===== src/rtl/raycast_pkg.sv =====
// Shared raycaster types and constants.
// Palette, descriptor layout and screen defaults.
package raycast_pkg;

  localparam int DEF_SCREEN_WIDTH  = 320;
  localparam int DEF_SCREEN_HEIGHT = 240;

  localparam int DESC_W      = 38;
  localparam int HCOUNT_LSB  = 29;
  localparam int LH_LSB      = 21;
  localparam int WTYPE_BIT   = 20;
  localparam int MAPDATA_LSB = 16;
  localparam int WALLX_LSB   = 0;

  typedef struct packed {
    logic [8:0]  hcount;
    logic [7:0]  lineheight;
    logic        wall_type;
    logic [3:0]  mapdata;
    logic [15:0] wallx;
  } column_desc_t;

  localparam logic [15:0] PALETTE [0:15] = '{
    16'h0000, 16'hF800, 16'h07E0, 16'h001F,
    16'hFFE0, 16'hF81F, 16'h07FF, 16'hFFFF,
    16'h8000, 16'h0400, 16'h0010, 16'h8400,
    16'h8010, 16'h0410, 16'hC618, 16'hFD20
  };

  function automatic logic [15:0] shade(
    input logic [15:0] c
  );
    return (c >> 1) & 16'h7BEF;
  endfunction

endpackage


===== src/rtl/column_bounds.sv =====
// Wall span of one column.
// Pure combinational; the parent registers the results.
module column_bounds #(
  parameter int SCREEN_HEIGHT = 240,
  parameter int ROW_W         = 8
) (
  input  logic [7:0]       lineheight,
  output logic [ROW_W-1:0] draw_start,
  output logic [ROW_W-1:0] draw_end,
  output logic             has_wall
);

  localparam logic [15:0] H16 = 16'(SCREEN_HEIGHT);

  logic [15:0] lh16;
  logic [15:0] lh_c;
  logic [15:0] start16;
  logic [15:0] end16;

  // clamp height, centre the span vertically
  always_comb begin
    lh16    = {8'd0, lineheight};
    lh_c    = (lh16 > H16) ? H16 : lh16;
    start16 = (H16 - lh_c) >> 1;
    end16   = start16 + lh_c - 16'd1;
  end

  assign draw_start = ROW_W'(start16);
  assign draw_end   = ROW_W'(end16);
  assign has_wall   = (lh_c != 16'd0);

endmodule


===== src/rtl/column_rasterizer.sv =====
// Expands one column descriptor into SCREEN_HEIGHT
// frame-buffer writes (ceiling, wall, floor).
module column_rasterizer
  import raycast_pkg::*;
#(
  parameter int          SCREEN_WIDTH  = DEF_SCREEN_WIDTH,
  parameter int          SCREEN_HEIGHT = DEF_SCREEN_HEIGHT,
  parameter logic [15:0] CEIL_COLOR    = 16'h4208,
  parameter logic [15:0] FLOOR_COLOR   = 16'h8410
) (
  input  logic        pixel_clk_in,
  input  logic        rst_in,
  input  logic        dda_fifo_tvalid_in,
  input  logic [37:0] dda_fifo_tdata_in,
  input  logic        dda_fifo_tlast_in,
  output logic        dda_fifo_tready_out,
  output logic [16:0] ray_address_out,
  output logic [15:0] ray_pixel_out,
  output logic        ray_valid_out,
  input  logic        ray_ready_in,
  output logic        ray_last_pixel_out
);

  localparam int ROW_W = $clog2(SCREEN_HEIGHT + 1);
  localparam logic [ROW_W-1:0] LAST_ROW =
    ROW_W'(SCREEN_HEIGHT - 1);
  localparam logic [16:0] W17 = 17'(SCREEN_WIDTH);

  localparam logic IDLE = 1'b0;
  localparam logic DRAW = 1'b1;

  column_desc_t desc;
  assign desc = dda_fifo_tdata_in;

  logic unused_wallx;
  assign unused_wallx = ^desc.wallx;

  logic [ROW_W-1:0] bnd_start;
  logic [ROW_W-1:0] bnd_end;
  logic             bnd_has;

  column_bounds #(
    .SCREEN_HEIGHT(SCREEN_HEIGHT),
    .ROW_W        (ROW_W)
  ) u_bounds (
    .lineheight(desc.lineheight),
    .draw_start(bnd_start),
    .draw_end  (bnd_end),
    .has_wall  (bnd_has)
  );

  logic             state_q;
  logic [ROW_W-1:0] row_q;
  logic [16:0]      addr_q;
  logic [ROW_W-1:0] start_q;
  logic [ROW_W-1:0] end_q;
  logic             has_q;
  logic [15:0]      wall_q;
  logic             tlast_q;
  logic             valid_q;
  logic             last_q;
  logic [15:0]      pixel_q;
  logic             ready_q;

  logic             accept;
  logic             in_range;
  logic [15:0]      wall_in;
  logic [ROW_W-1:0] row_nxt;

  function automatic logic [15:0] pick(
    input logic [ROW_W-1:0] r,
    input logic [ROW_W-1:0] s,
    input logic [ROW_W-1:0] e,
    input logic             has,
    input logic [15:0]      wc
  );
    if (r < s)
      return CEIL_COLOR;
    else if (has && r <= e)
      return wc;
    else
      return FLOOR_COLOR;
  endfunction

  // handshake decode and colour of the incoming wall
  always_comb begin
    accept   = (state_q == IDLE) && ready_q &&
               dda_fifo_tvalid_in;
    in_range = {8'd0, desc.hcount} < W17;
    wall_in  = desc.wall_type ?
               shade(PALETTE[desc.mapdata]) :
               PALETTE[desc.mapdata];
    row_nxt  = row_q + ROW_W'(1);
  end

  // column FSM with registered outputs
  always_ff @(posedge pixel_clk_in or negedge rst_in) begin
    if (!rst_in) begin
      state_q <= IDLE;
      row_q   <= '0;
      addr_q  <= '0;
      start_q <= '0;
      end_q   <= '0;
      has_q   <= 1'b0;
      wall_q  <= '0;
      tlast_q <= 1'b0;
      valid_q <= 1'b0;
      last_q  <= 1'b0;
      pixel_q <= '0;
      ready_q <= 1'b0;
    end else begin
      unique case (state_q)
        IDLE: begin
          ready_q <= 1'b1;
          if (accept && in_range) begin
            state_q <= DRAW;
            ready_q <= 1'b0;
            row_q   <= '0;
            addr_q  <= {8'd0, desc.hcount};
            start_q <= bnd_start;
            end_q   <= bnd_end;
            has_q   <= bnd_has;
            wall_q  <= wall_in;
            tlast_q <= dda_fifo_tlast_in;
            valid_q <= 1'b1;
            pixel_q <= pick('0, bnd_start, bnd_end,
                            bnd_has, wall_in);
            last_q  <= dda_fifo_tlast_in &&
                       (LAST_ROW == '0);
          end
        end
        DRAW: begin
          if (ray_ready_in) begin
            if (row_q == LAST_ROW) begin
              state_q <= IDLE;
              valid_q <= 1'b0;
              last_q  <= 1'b0;
              ready_q <= 1'b1;
            end else begin
              row_q   <= row_nxt;
              addr_q  <= addr_q + W17;
              pixel_q <= pick(row_nxt, start_q, end_q,
                              has_q, wall_q);
              last_q  <= tlast_q && (row_nxt == LAST_ROW);
            end
          end
        end
      endcase
    end
  end

  assign dda_fifo_tready_out = ready_q;
  assign ray_address_out     = addr_q;
  assign ray_pixel_out       = pixel_q;
  assign ray_valid_out       = valid_q;
  assign ray_last_pixel_out  = last_q;

endmodule


===== config.mk =====
export PLATFORM = sky130hd
export DESIGN_NAME = column_rasterizer
export DESIGN_NICKNAME = d
export VERILOG_FILES = /design/src/rtl/raycast_pkg.sv /design/src/rtl/column_bounds.sv /design/src/rtl/column_rasterizer.sv
export SDC_FILE = /design/constraint.sdc
export NUM_CORES = 1
export LEC_CHECK = 0
export CORE_MARGIN = 2
export CORE_UTILIZATION = 27
export DETAILED_ROUTE_END_ITERATION = 10
export DONT_BUFFER_PORTS = 1
export HOLD_SLACK_MARGIN = 0.08
export PLACE_DENSITY = 0.47
export SETUP_SLACK_MARGIN = 0.5
export SLEW_MARGIN = 20
export SYNTH_ARGS = -nofsm -noshare
export SYNTH_HDL_FRONTEND = slang
export SYNTH_SLANG_ARGS = --single-unit

===== constraint.sdc =====
create_clock -name pixel_clk_in -period 3.5 [get_ports pixel_clk_in]
set_input_delay 0.7 -clock pixel_clk_in [delete_from_list [all_inputs] [get_ports pixel_clk_in]]
set_output_delay 0.7 -clock pixel_clk_in [all_outputs]
set_load 0.1 [all_outputs]

==> metrics.cfg <==
[drt]
drc=0
viasPerCell=4.84
routedWlPerCell_um=14.9
ant_nets=0
drt_iter0_drc=172
via_count=3768
drt-total-wl_um=11600
firstDrtPassIters=4

[worst_setup_path]
crit_path_cell_trace=nand4_1, buf_6, nand2_4, ha_4, buf_4, nand2_1, nand2_1, ha_1, inv_2, fa_2, a21o_1, a21oi_2, o21bai_1, a21oi_1, xnor2_1, o21ai_1
crit_arrival_ns=3.12
cp_slowest_cell=fa_2
critPathCaptureType=flop
cp_slowest_stage_delay_ns=0.39
start_kind=input pin
required_ns=3.72
cp_max_fo=15
reg2reg_slack_ns=0.75
critPathKind=input pin to flop
cpMostUsedCell=nand2_1

[yosys]
netlist-cell-type-count=57
yosys.area.top_type=dfrtp_1
synthesis.nets=617
synth_seq_area_share=0.397
syn_area_um2=4730
synth_edf_count=0
async_reset_ff_frac=1.00
synth_top_area_frac=0.397
ys_ff_latch=75
synth_most_common_cell=nand2_1
yosysWarnings=0
ys.flop_type=dfrtp_1
synthTopCellsByCount=102 x nand2_1, 75 x dfrtp_1, 48 x o21ai_0, 36 x inv_1, 36 x nor2_1
netlist_instances=540
synthTopCellsByArea=dfrtp_1 40%, ha_1 8.7%, nand2_1 8.1%
syn_avg_cell_area_um2=8.75

[timing]
slew_violations=0
fin_crit_ns=2.90
timing.fmax_ghz=0.345
finalCritPeriodShare=0.829
max_slew_margin=0.356
final.setup.tns_ns=0
worstMarginPinSlew_ns=0.966
final_hold_viol_count=0
setup_viol=0
clock_skew_ns=0.00463
rsz0062_at_grt=true
worst_slack_ns=0.598

[clock_tree]
clk_pin_slew_ns=0.06
cts_htree_levels=3
cts_tree=done
clock_latency_ns=0.34
cts_root_buf=clkbuf_16
cts.sinks=75
clockBufferDepth=2
numCtsBuffers=9

[final_layout]
num_antenna_cells=0
area_growth_pct=14.2
nets=625
drive_above_1_share=0.143

[power]
intPower_mw=2.26
seq_power_share=0.445
power_frac_clock=0.212
combPwrFrac=0.343
power_leakage_nw=2.48
powerDensity_nw_per_um2=819
p_switching_mw=2.16
peakVddDrop_mv=0.471
switching_share=0.489

[placement]
dp_hpwl_um=8390
place.gp.congestion=0.798
pre_cts_ws_ns=0.277
io_buffers=0

[global_routing]
grt_pass1_vias=3815
grt_first_pass_wirelength_um=19600
grt_usage=0.135
antenna_found_initial=0
grt_max_degree=76
grt.overflow.total=0

[status]
status=finished clean

[die]
chipHeight_um=136
core_region_area_um2=17200
initial_core_util=0.275
io_pins=79
fp.dieArea_um2=18600
die_w_um=136
row_count=48

[min_path]
holdCritPathClass=input pin to asynchronous set/reset pin

[job]
maxCapViolations=0

-- area by class of cell --
cell class,instances,area (µm²)
Clock inverter,5,52.6
Clock buffer,11,243
Inverter,36,135
Timing Repair Buffer,26,219
Tap cell,225,282
Multi-Input combinational cell,400,2590
Sequential cell,75,1880
Fill cell,1847,11800
-- routing by layer --
layer,GRT usage,up-vias,wire length (µm),part of all wire
met3,0.0339,20,537,0.046
met1,0.174,1794,5290,0.46
met5,0,-,0,0
li1,-,1880,-,-
met4,0.0544,0,272,0.024
met2,0.216,74,5470,0.47
-- power groups by stage --
stage               sequential, mW  combinational (mW)  clock [mW]
floorplan                     2.26               0.854           0
global placement              1.97                1.45           0
detailed placement            1.98                1.49           0
CTS                           1.97                1.51       0.957
global route                  2.02                1.72       0.994
finish                        1.97                1.52       0.937
-- state kept, by name, summed over array words and instances (netlist names) --
register and count:
row_q 8, wall_q 14, end_q 8, dda_fifo_tready_out 1, start_q 8, ray_pixel_out 14, ray_last_pixel_out 1, tlast_q 1
has_q 1, ray_valid_out 1, ray_address_out 17, state_q 1
-- path summary, 6_finish.rpt --
path	startpoint	endpoint	cells after the start
setup reg to reg	row_q[0]	ray_pixel_out[10]	12
max in group asynchronous	rst_in	ray_pixel_out[1]	1
min in group pixel_clk_in	dda_fifo_tdata_in[22]	end_q[0]	1
setup / recovery	dda_fifo_tdata_in[25]	end_q[7]	16
hold reg to reg	wall_q[10]	wall_q[10]	2
hold / removal	rst_in	ray_address_out[6]	1
-- metrics by stage --
step / instance area [µm²] / hold slack, ns / std cells / util / total power, mW
6_report: 5400 / 0.237 / 778 / 0.314 / 4.42
3_5_place_dp: 4990 / 0.407 / 756 / 0.290 / 3.47
2_1_floorplan: 4810 / 0.404 / 540 / - / 3.11
3_3_place_gp: 4990 / 0.407 / 756 / 0.290 / 3.42
4_1_cts: 5310 / 0.259 / 773 / 0.309 / 4.43
5_1_grt: 5400 / 0.273 / 778 / 0.314 / 4.73
-- critical path: cells and delay by family --
| family | cells | cell delay [ns] |
|---|---|---|
| compound gates | 5 | 0.71 |
| xor+xnor | 1 | 0.14 |
| fa+ha+maj | 3 | 0.86 |
| buf+inv | 3 | 0.35 |
| simple gates | 4 | 0.37 |
-- layout by cell type, fill, tap and decap left out, drive strengths merged, types with 12 or more instances in the layout --
cell      n
inv      36
nand3    29
dfrtp    75
a21oi    31
nand2   102
o211ai   12
buf      26
nor2     36
o21ai    48
ha       33
-- cell families (layout without fill, tap and decap cells) --
| group | count (synthesis) | count (layout) | share of synthesized area |
|---|---|---|---|
| and+or+nand+nor | 208 | 208 | 0.203 |
| AOI/OAI and AO/OA | 134 | 134 | 0.182 |
| DFF | 75 | 75 | 0.397 |
| buffers and inverters | 65 | 78 | 0.0805 |
| adders and majority gates | 34 | 34 | 0.0916 |
| xor gates and xnor gates | 21 | 21 | 0.0389 |
| muxes | 3 | 3 | 0.00635 |
-- timing repair --
action	in CTS	in global routing
resized for setup	0	11
hold buffers	1	0
hold endpoints to repair	75	0
endpoints found under the setup margin	0	15
setup buffers	0	5
No activity file was read; power rests on OpenSTA's default activity.
